### config.mk
export PLATFORM = sky130hd
export DESIGN_NAME = bp_counter_table_flat
export DESIGN_NICKNAME = d
export VERILOG_FILES = /design/src/rtl/bp_pkg.sv /design/src/rtl/bp_counter_table_if.sv /design/src/rtl/bp_sat_counter.sv /design/src/rtl/bp_counter_table.sv /design/src/flat_wrapper.sv
export SDC_FILE = /design/constraint.sdc
export NUM_CORES = 1
export LEC_CHECK = 0
export ABC_AREA = 1
export CAP_MARGIN = 20
export CORE_UTILIZATION = 52
export CTS_CLUSTER_SIZE = 14
export DETAILED_ROUTE_END_ITERATION = 16
export HOLD_SLACK_MARGIN = 0.08
export PLACE_DENSITY = 0.76
export SLEW_MARGIN = 15
export SYNTH_ARGS = -nofsm -noshare
export SYNTH_HDL_FRONTEND = slang
export SYNTH_SLANG_ARGS = --single-unit
### constraint.sdc
create_clock -name clk -period 1.9 [get_ports clk]
set_input_delay 0.285 -clock clk [delete_from_list [all_inputs] [get_ports clk]]
set_output_delay 0.285 -clock clk [all_outputs]
set_load 0.1 [all_outputs]
### src/rtl/bp_pkg.sv
// Shared definitions for the branch predictor: prediction encoding and
// saturating counter helpers that work for any counter width up to 4 bits.
package bp_pkg;

   localparam int MAX_CTR_BITS = 4;

   localparam logic PRED_TAKEN     = 1'b1;
   localparam logic PRED_NOT_TAKEN = 1'b0;

   typedef logic [MAX_CTR_BITS-1:0] ctr_t;

   // Largest value a counter of the given width can hold
   function automatic ctr_t ctrMax(input int unsigned ctrBits);
      return ctr_t'((32'd1 << ctrBits) - 32'd1);
   endfunction

   // Increment that sticks at the top instead of wrapping to zero
   function automatic ctr_t satInc(input ctr_t value, input int unsigned ctrBits);
      return (value >= ctrMax(ctrBits)) ? value : ctr_t'(value + ctr_t'(1));
   endfunction

   // Decrement that sticks at zero instead of wrapping to the top
   function automatic ctr_t satDec(input ctr_t value);
      return (value == '0) ? value : ctr_t'(value - ctr_t'(1));
   endfunction

   // Weakly-not-taken is the value just below the taken threshold (MSB set)
   function automatic ctr_t weakNotTaken(input int unsigned ctrBits);
      if (ctrBits <= 1) begin
         return '0;
      end
      return ctr_t'((32'd1 << (ctrBits - 1)) - 32'd1);
   endfunction

endpackage

### src/rtl/bp_counter_table_if.sv
// Fetch/resolution facing bundle of the counter table. The master side is
// the pipeline (issues lookups and updates), the slave side is the table.
interface bp_counter_table_if #(
   parameter int PC_BITS    = 32,
   parameter int INDEX_BITS = 6,
   parameter int PERF_BITS  = 16
) ();

   logic                  lookup_valid;
   logic [PC_BITS-1:0]    lookup_pc;
   logic                  predict_valid;
   logic                  predict_taken;
   logic [INDEX_BITS-1:0] predict_index;
   logic                  update_valid;
   logic [INDEX_BITS-1:0] update_index;
   logic                  update_taken;
   logic                  update_mispredict;
   logic [PERF_BITS-1:0]  perf_lookups;
   logic [PERF_BITS-1:0]  perf_mispredicts;

   modport master (
      output lookup_valid, lookup_pc,
      output update_valid, update_index, update_taken, update_mispredict,
      input  predict_valid, predict_taken, predict_index,
      input  perf_lookups, perf_mispredicts
   );

   modport slave (
      input  lookup_valid, lookup_pc,
      input  update_valid, update_index, update_taken, update_mispredict,
      output predict_valid, predict_taken, predict_index,
      output perf_lookups, perf_mispredicts
   );

endinterface

### src/rtl/bp_sat_counter.sv
// One table entry: a saturating counter whose prediction output reflects the
// value after this cycle's update, so a same-cycle lookup sees the new state.
module bp_sat_counter
   import bp_pkg::*;
#(
   parameter int CTR_BITS = 2
) (
   input  logic clk,
   input  logic rst_n,
   input  logic updEn_i,
   input  logic taken_i,
   output logic predNext_o
);

   logic [CTR_BITS-1:0] ctr_q;
   logic [CTR_BITS-1:0] ctr_d;
   ctr_t                ctrWide;

   // Next counter value: move toward the resolved direction, never wrapping
   always_comb begin
      ctrWide = ctr_t'(ctr_q);
      ctr_d   = ctr_q;
      if (updEn_i) begin
         if (taken_i) begin
            ctr_d = CTR_BITS'(satInc(ctrWide, CTR_BITS));
         end else begin
            ctr_d = CTR_BITS'(satDec(ctrWide));
         end
      end
   end

   // Counter storage, starting weakly-not-taken
   always_ff @(posedge clk) begin
      if (!rst_n) begin
         ctr_q <= CTR_BITS'(weakNotTaken(CTR_BITS));
      end else begin
         ctr_q <= ctr_d;
      end
   end

   assign predNext_o = ctr_d[CTR_BITS-1] ? PRED_TAKEN : PRED_NOT_TAKEN;

endmodule

### src/rtl/bp_counter_table.sv
// Table of saturating counters indexed by PC, optionally hashed with global
// history (gshare). Registered prediction, write-first bypass, perf counters.
module bp_counter_table
   import bp_pkg::*;
#(
   parameter int PC_BITS    = 32,
   parameter int INDEX_BITS = 6,
   parameter int CTR_BITS   = 2,
   parameter int GHR_BITS   = 0,
   parameter int PERF_BITS  = 16
) (
   input logic              clk,
   input logic              rst_n,
   bp_counter_table_if.slave bus
);

   localparam int DEPTH = 1 << INDEX_BITS;

   logic [INDEX_BITS-1:0] ghrTerm;
   logic [INDEX_BITS-1:0] lookupIdx;
   logic [DEPTH-1:0]      entryPredNext;

   logic                  predValid_q, predValid_d;
   logic                  predTaken_q, predTaken_d;
   logic [INDEX_BITS-1:0] predIndex_q, predIndex_d;
   logic [PERF_BITS-1:0]  perfLookups_q, perfLookups_d;
   logic [PERF_BITS-1:0]  perfMispredicts_q, perfMispredicts_d;

   logic                  unusedPcBits;

   // Word-aligned PCs: the low two bits and the bits above the index never matter
   assign unusedPcBits = ^{bus.lookup_pc[PC_BITS-1:INDEX_BITS+2], bus.lookup_pc[1:0]};

   generate
      if (GHR_BITS > 0) begin : genGhr
         logic [GHR_BITS-1:0] ghr_q;
         logic [GHR_BITS-1:0] ghr_d;

         // History shifts in resolved outcomes only, never speculative ones
         always_comb begin
            ghr_d = ghr_q;
            if (bus.update_valid) begin
               ghr_d = GHR_BITS'({ghr_q, bus.update_taken});
            end
         end

         // History register; lookups this cycle hash with the old value
         always_ff @(posedge clk) begin
            if (!rst_n) begin
               ghr_q <= '0;
            end else begin
               ghr_q <= ghr_d;
            end
         end

         assign ghrTerm = INDEX_BITS'(ghr_q);
      end else begin : genNoGhr
         assign ghrTerm = '0;
      end
   endgenerate

   assign lookupIdx = bus.lookup_pc[INDEX_BITS+1:2] ^ ghrTerm;

   generate
      for (genvar i = 0; i < DEPTH; i++) begin : genEntry
         logic updHit;

         assign updHit = bus.update_valid && (bus.update_index == INDEX_BITS'(i));

         bp_sat_counter #(
            .CTR_BITS (CTR_BITS)
         ) uCtr (
            .clk        (clk),
            .rst_n      (rst_n),
            .updEn_i    (updHit),
            .taken_i    (bus.update_taken),
            .predNext_o (entryPredNext[i])
         );
      end
   endgenerate

   // Prediction and statistics next-state; the entry read is its post-update value
   always_comb begin
      predValid_d       = bus.lookup_valid;
      predTaken_d       = predTaken_q;
      predIndex_d       = predIndex_q;
      perfLookups_d     = perfLookups_q;
      perfMispredicts_d = perfMispredicts_q;
      if (bus.lookup_valid) begin
         predTaken_d = entryPredNext[lookupIdx];
         predIndex_d = lookupIdx;
         if (perfLookups_q != '1) begin
            perfLookups_d = perfLookups_q + PERF_BITS'(1);
         end
      end
      if (bus.update_valid && bus.update_mispredict && (perfMispredicts_q != '1)) begin
         perfMispredicts_d = perfMispredicts_q + PERF_BITS'(1);
      end
   end

   // Output and statistics registers; reset drops whatever arrives that cycle
   always_ff @(posedge clk) begin
      if (!rst_n) begin
         predValid_q       <= 1'b0;
         predTaken_q       <= PRED_NOT_TAKEN;
         predIndex_q       <= '0;
         perfLookups_q     <= '0;
         perfMispredicts_q <= '0;
      end else begin
         predValid_q       <= predValid_d;
         predTaken_q       <= predTaken_d;
         predIndex_q       <= predIndex_d;
         perfLookups_q     <= perfLookups_d;
         perfMispredicts_q <= perfMispredicts_d;
      end
   end

   assign bus.predict_valid    = predValid_q;
   assign bus.predict_taken    = predTaken_q;
   assign bus.predict_index    = predIndex_q;
   assign bus.perf_lookups     = perfLookups_q;
   assign bus.perf_mispredicts = perfMispredicts_q;

endmodule
### src/flat_wrapper.sv
// flat-port wrapper written by rule: the top's interface ports become plain ports
module bp_counter_table_flat import bp_pkg::*;
#(
   parameter int PC_BITS    = 32,
   parameter int INDEX_BITS = 6,
   parameter int CTR_BITS   = 2,
   parameter int GHR_BITS   = 0,
   parameter int PERF_BITS  = 16
)
  (clk, rst_n, bus_lookup_valid, bus_lookup_pc, bus_update_valid, bus_update_index, bus_update_taken, bus_update_mispredict, bus_predict_valid, bus_predict_taken, bus_predict_index, bus_perf_lookups, bus_perf_mispredicts);
  bp_counter_table_if #(.PC_BITS(PC_BITS), .INDEX_BITS(INDEX_BITS), .PERF_BITS(PERF_BITS)) bus_i ();
  input logic clk;
  input logic rst_n;
  input wire logic [$bits(bus_i.lookup_valid)-1:0] bus_lookup_valid;
  input wire logic [$bits(bus_i.lookup_pc)-1:0] bus_lookup_pc;
  input wire logic [$bits(bus_i.update_valid)-1:0] bus_update_valid;
  input wire logic [$bits(bus_i.update_index)-1:0] bus_update_index;
  input wire logic [$bits(bus_i.update_taken)-1:0] bus_update_taken;
  input wire logic [$bits(bus_i.update_mispredict)-1:0] bus_update_mispredict;
  output wire logic [$bits(bus_i.predict_valid)-1:0] bus_predict_valid;
  output wire logic [$bits(bus_i.predict_taken)-1:0] bus_predict_taken;
  output wire logic [$bits(bus_i.predict_index)-1:0] bus_predict_index;
  output wire logic [$bits(bus_i.perf_lookups)-1:0] bus_perf_lookups;
  output wire logic [$bits(bus_i.perf_mispredicts)-1:0] bus_perf_mispredicts;
  assign bus_i.lookup_valid = bus_lookup_valid;
  assign bus_i.lookup_pc = bus_lookup_pc;
  assign bus_i.update_valid = bus_update_valid;
  assign bus_i.update_index = bus_update_index;
  assign bus_i.update_taken = bus_update_taken;
  assign bus_i.update_mispredict = bus_update_mispredict;
  assign bus_predict_valid = bus_i.predict_valid;
  assign bus_predict_taken = bus_i.predict_taken;
  assign bus_predict_index = bus_i.predict_index;
  assign bus_perf_lookups = bus_i.perf_lookups;
  assign bus_perf_mispredicts = bus_i.perf_mispredicts;
  bp_counter_table #(.PC_BITS(PC_BITS), .INDEX_BITS(INDEX_BITS), .CTR_BITS(CTR_BITS), .GHR_BITS(GHR_BITS), .PERF_BITS(PERF_BITS)) u_core (.clk(clk), .rst_n(rst_n), .bus(bus_i));
endmodule
==> impl_metrics.tcl <==
set metrics [dict create \
    outcome "complete, no violations" \
    dr.pass1.iters 5 \
    maxSlewViolCount 0 \
    die_w_um 132.7 \
    ys_seq_area_share_pct 37.89 \
    critPathArrivalTime_ns 2.26 \
    layout_common_cells "nand2_1, buf_4, a21oi_1" \
    fillers 1341 \
    vias_per_cell 5.498 \
    dr_total_vias 10140 \
    hold_class "input pin to flop" \
    timing.fmax_mhz 528.6 \
    drc 0 \
    combPwrFrac_pct 12.4 \
    pwr-share-clk_pct 42.6 \
    diodes 0 \
    finalCritPeriodShare_pct 99.57 \
    syn_inst 1372 \
    start_util_pct 53.34 \
    dieArea_um2 17600 \
    die_y_um 132.7 \
    nets 1658 \
    syn_area_um2 8877 \
    grt_pass1_vias 9256 \
    h-tree-depth 4 \
    period_needed_ns 1.892 \
    peakVddDrop_v 0.0006812 \
    routed_wirelength_um 27390 \
    cts_root_buf "clkbuf_16" \
    synth_warnings 0 \
    antenna_found_initial 0 \
    yosys.cell_types.count 34 \
    max-cap-violations 0 \
    startpoint_type "flop" \
    p_switching_mw 2.220 \
    dp_hpwl_um 19470 \
    drtIter0Drc 871 \
    avgRoutedWirePerCell_um 14.85 \
    grt_first_pass_wirelength_um 43830 \
    slew_headroom_pct 76.88 \
    clk_latency_ns 0.44 \
    grt_max_degree 44 \
    worstPathRequired_ns 2.27 \
    p_leak_nw 5.333 \
    synth-seq-cells 168 \
    final_common_cell "nand2_1" \
    path_class "flop to flop" \
    crit_path_end_kind "flop" \
    tritoncts.num_buffers 17 \
    cts_tree "built" \
    cts.sinks 168 \
    p_seq_share_pct 44.9 \
    worstMarginPinSlew_ns 0.3442 \
    hold_buffers 0 \
    hold_depth 5 \
    final_cells 1845 \
    syn-num-nets 1418 \
    p_sw_share_pct 27.90 \
    yosysTopAreaCell "dfxtp_1" \
    ff2ff_path_depth 14 \
    areaGrowthSynthToFinish_pct 35.02 \
    core_area_um2 16640 \
    place_inst 1808 \
    clock_skew_ns 0.008437 \
    cts_buffer_depth 2 \
    ant_nets 0 \
    hold_viol 0 \
    finalSetupViolCount 0 \
    internal-power_mw 5.739 \
    setup_tns_ns 0 \
    io_buffer_count 57 \
    rows 47 \
    io_pins 84 \
    grt-ovfl-total 0 \
    layout-drive-gt1-share_pct 23.88 \
    clk_pin_slew_worst_paths_ns 0.07 \
    gp_congestion 0.9440 \
    avgSynthCellArea_um2 6.470 \
    grt_use_total_pct 31.02 \
    synth_top_area_share_pct 37.89 \
    synth_area_leaders "dfxtp_1, nand2_1, a21oi_1, nand3_1, inv_1" \
    powerDensity_nw_per_um2 664.0 \
    crit_fanout 3 \
]
## registers in the layout, indices dropped and copies added (netlist names)
register	flops
u_core.bus.predict_valid	1
u_core.genEntry.uCtr.ctr_q	128
u_core.bus.predict_taken	1
u_core.bus.perf_mispredicts	16
u_core.bus.predict_index	6
u_core.bus.perf_lookups	16
## power by group through the flow
stage	registers, mW	logic [mW]	clock network [mW]
finish	3.58	0.989	3.39
global route	3.58	1.05	3.57
CTS	3.57	0.954	3.40
detailed placement	3.65	0.947	0
global placement	3.65	0.939	0
floorplan	3.79	0.418	0
## final timing paths
check / slack (ns) / end / from
worst max-delay path: 0.008 / u_core.bus.perf_mispredicts[13]$_SDFFE_PN0P_ / u_core.bus.perf_mispredicts[7]$_SDFFE_PN0P_
worst min-delay path: 0.37 / u_core.genEntry[56].uCtr.ctr_q[1]$_SDFF_PN0_ / bus_update_taken
worst max register to register: 0.008 / u_core.bus.perf_mispredicts[13]$_SDFFE_PN0P_ / u_core.bus.perf_mispredicts[7]$_SDFFE_PN0P_
worst min register to register: 0.45 / u_core.bus.perf_lookups[15]$_SDFFE_PN0P_ / u_core.bus.perf_lookups[15]$_SDFFE_PN0P_
## per-stage QoR
stage                     setup slack [ns]  power, mW  hold WS [ns]  util (%)  area, um^2
after global routing              -0.08023      8.203        0.4059     72.02       11990
after CTS                         0.006078      7.927        0.3604     70.86       11790
after detailed placement           -0.6310      4.601        0.4486     67.26       11190
final                             0.008153      7.959        0.3739     72.02       11990
after global placement             -0.6234      4.591        0.4408     67.26       11190
after floorplan                  -0.001865      4.207        0.4358         -        8970
## per-layer routing
layer / vias to the layer above / routed length [um] / global-route usage, %
met5: - / 0 / 0
met4: 0 / 768 / 12.01
met3: 68 / 1913 / 6.552
met2: 355 / 12810 / 51.78
met1: 4680 / 11900 / 39.10
li1: 5041 / - / -
## worst max-delay path, stage by stage (launching register included)
cell      delay, ns
dfxtp_4        0.36
nand2_4        0.08
inv_1          0.07
nand3_1        0.10
nor2_1         0.06
nand3_1        0.08
nand3_2        0.12
buf_6          0.15
nor3_4         0.18
inv_2          0.08
nor2_4         0.12
nand3_2        0.09
o21bai_1       0.15
o21ai_1        0.09
nor2_1         0.09
## what timing repair did
item	CTS	global route
endpoints found under the hold margin	0	0
pin swaps	1	20
gates resized for setup	31	68
setup buffers	0	5
setup endpoints to repair	2	16
cloned	0	0
## cell usage after synthesis (all sizes together)
library cell    n
o221ai          2
maj3           13
nor4            4
o31ai          42
nand3         146
ha              2
o21bai          1
nand4           6
o21a            2
nor2          146
xor2            1
nand3b          2
o21ai          89
a21oi         162
nor3b           6
buf            35
clkinv          2
nand2         346
nor3           11
inv           146
or2             2
clkbuf         19
xnor2           4
a31oi           1
o211ai         14
dfxtp         168
## area by class of cell
class,instances,area (um^2),area share [%]
clock buffers,19,442.9,3.695
clock inverters,13,121.4,1.013
inverters,148,558.0,4.656
multi-input cells,1002,4925,41.09
flip-flops and latches,168,3431,28.62
well taps,220,275.3,2.296
repair buffers,275,2233,18.63
## logic make-up after synthesis
kind of cell             after synthesis  synth area share (%)
AO/OA/AOI/OAI                        313                 19.41
XOR/XNOR                               5                0.4933
adder cells (fa/ha/maj)               15                 1.748
buffers and inverters                202                 9.175
flip-flops                           168                 37.89
AND/OR/NAND/NOR                      669                 31.29
Note: power is estimated with default switching activity, not from simulation.
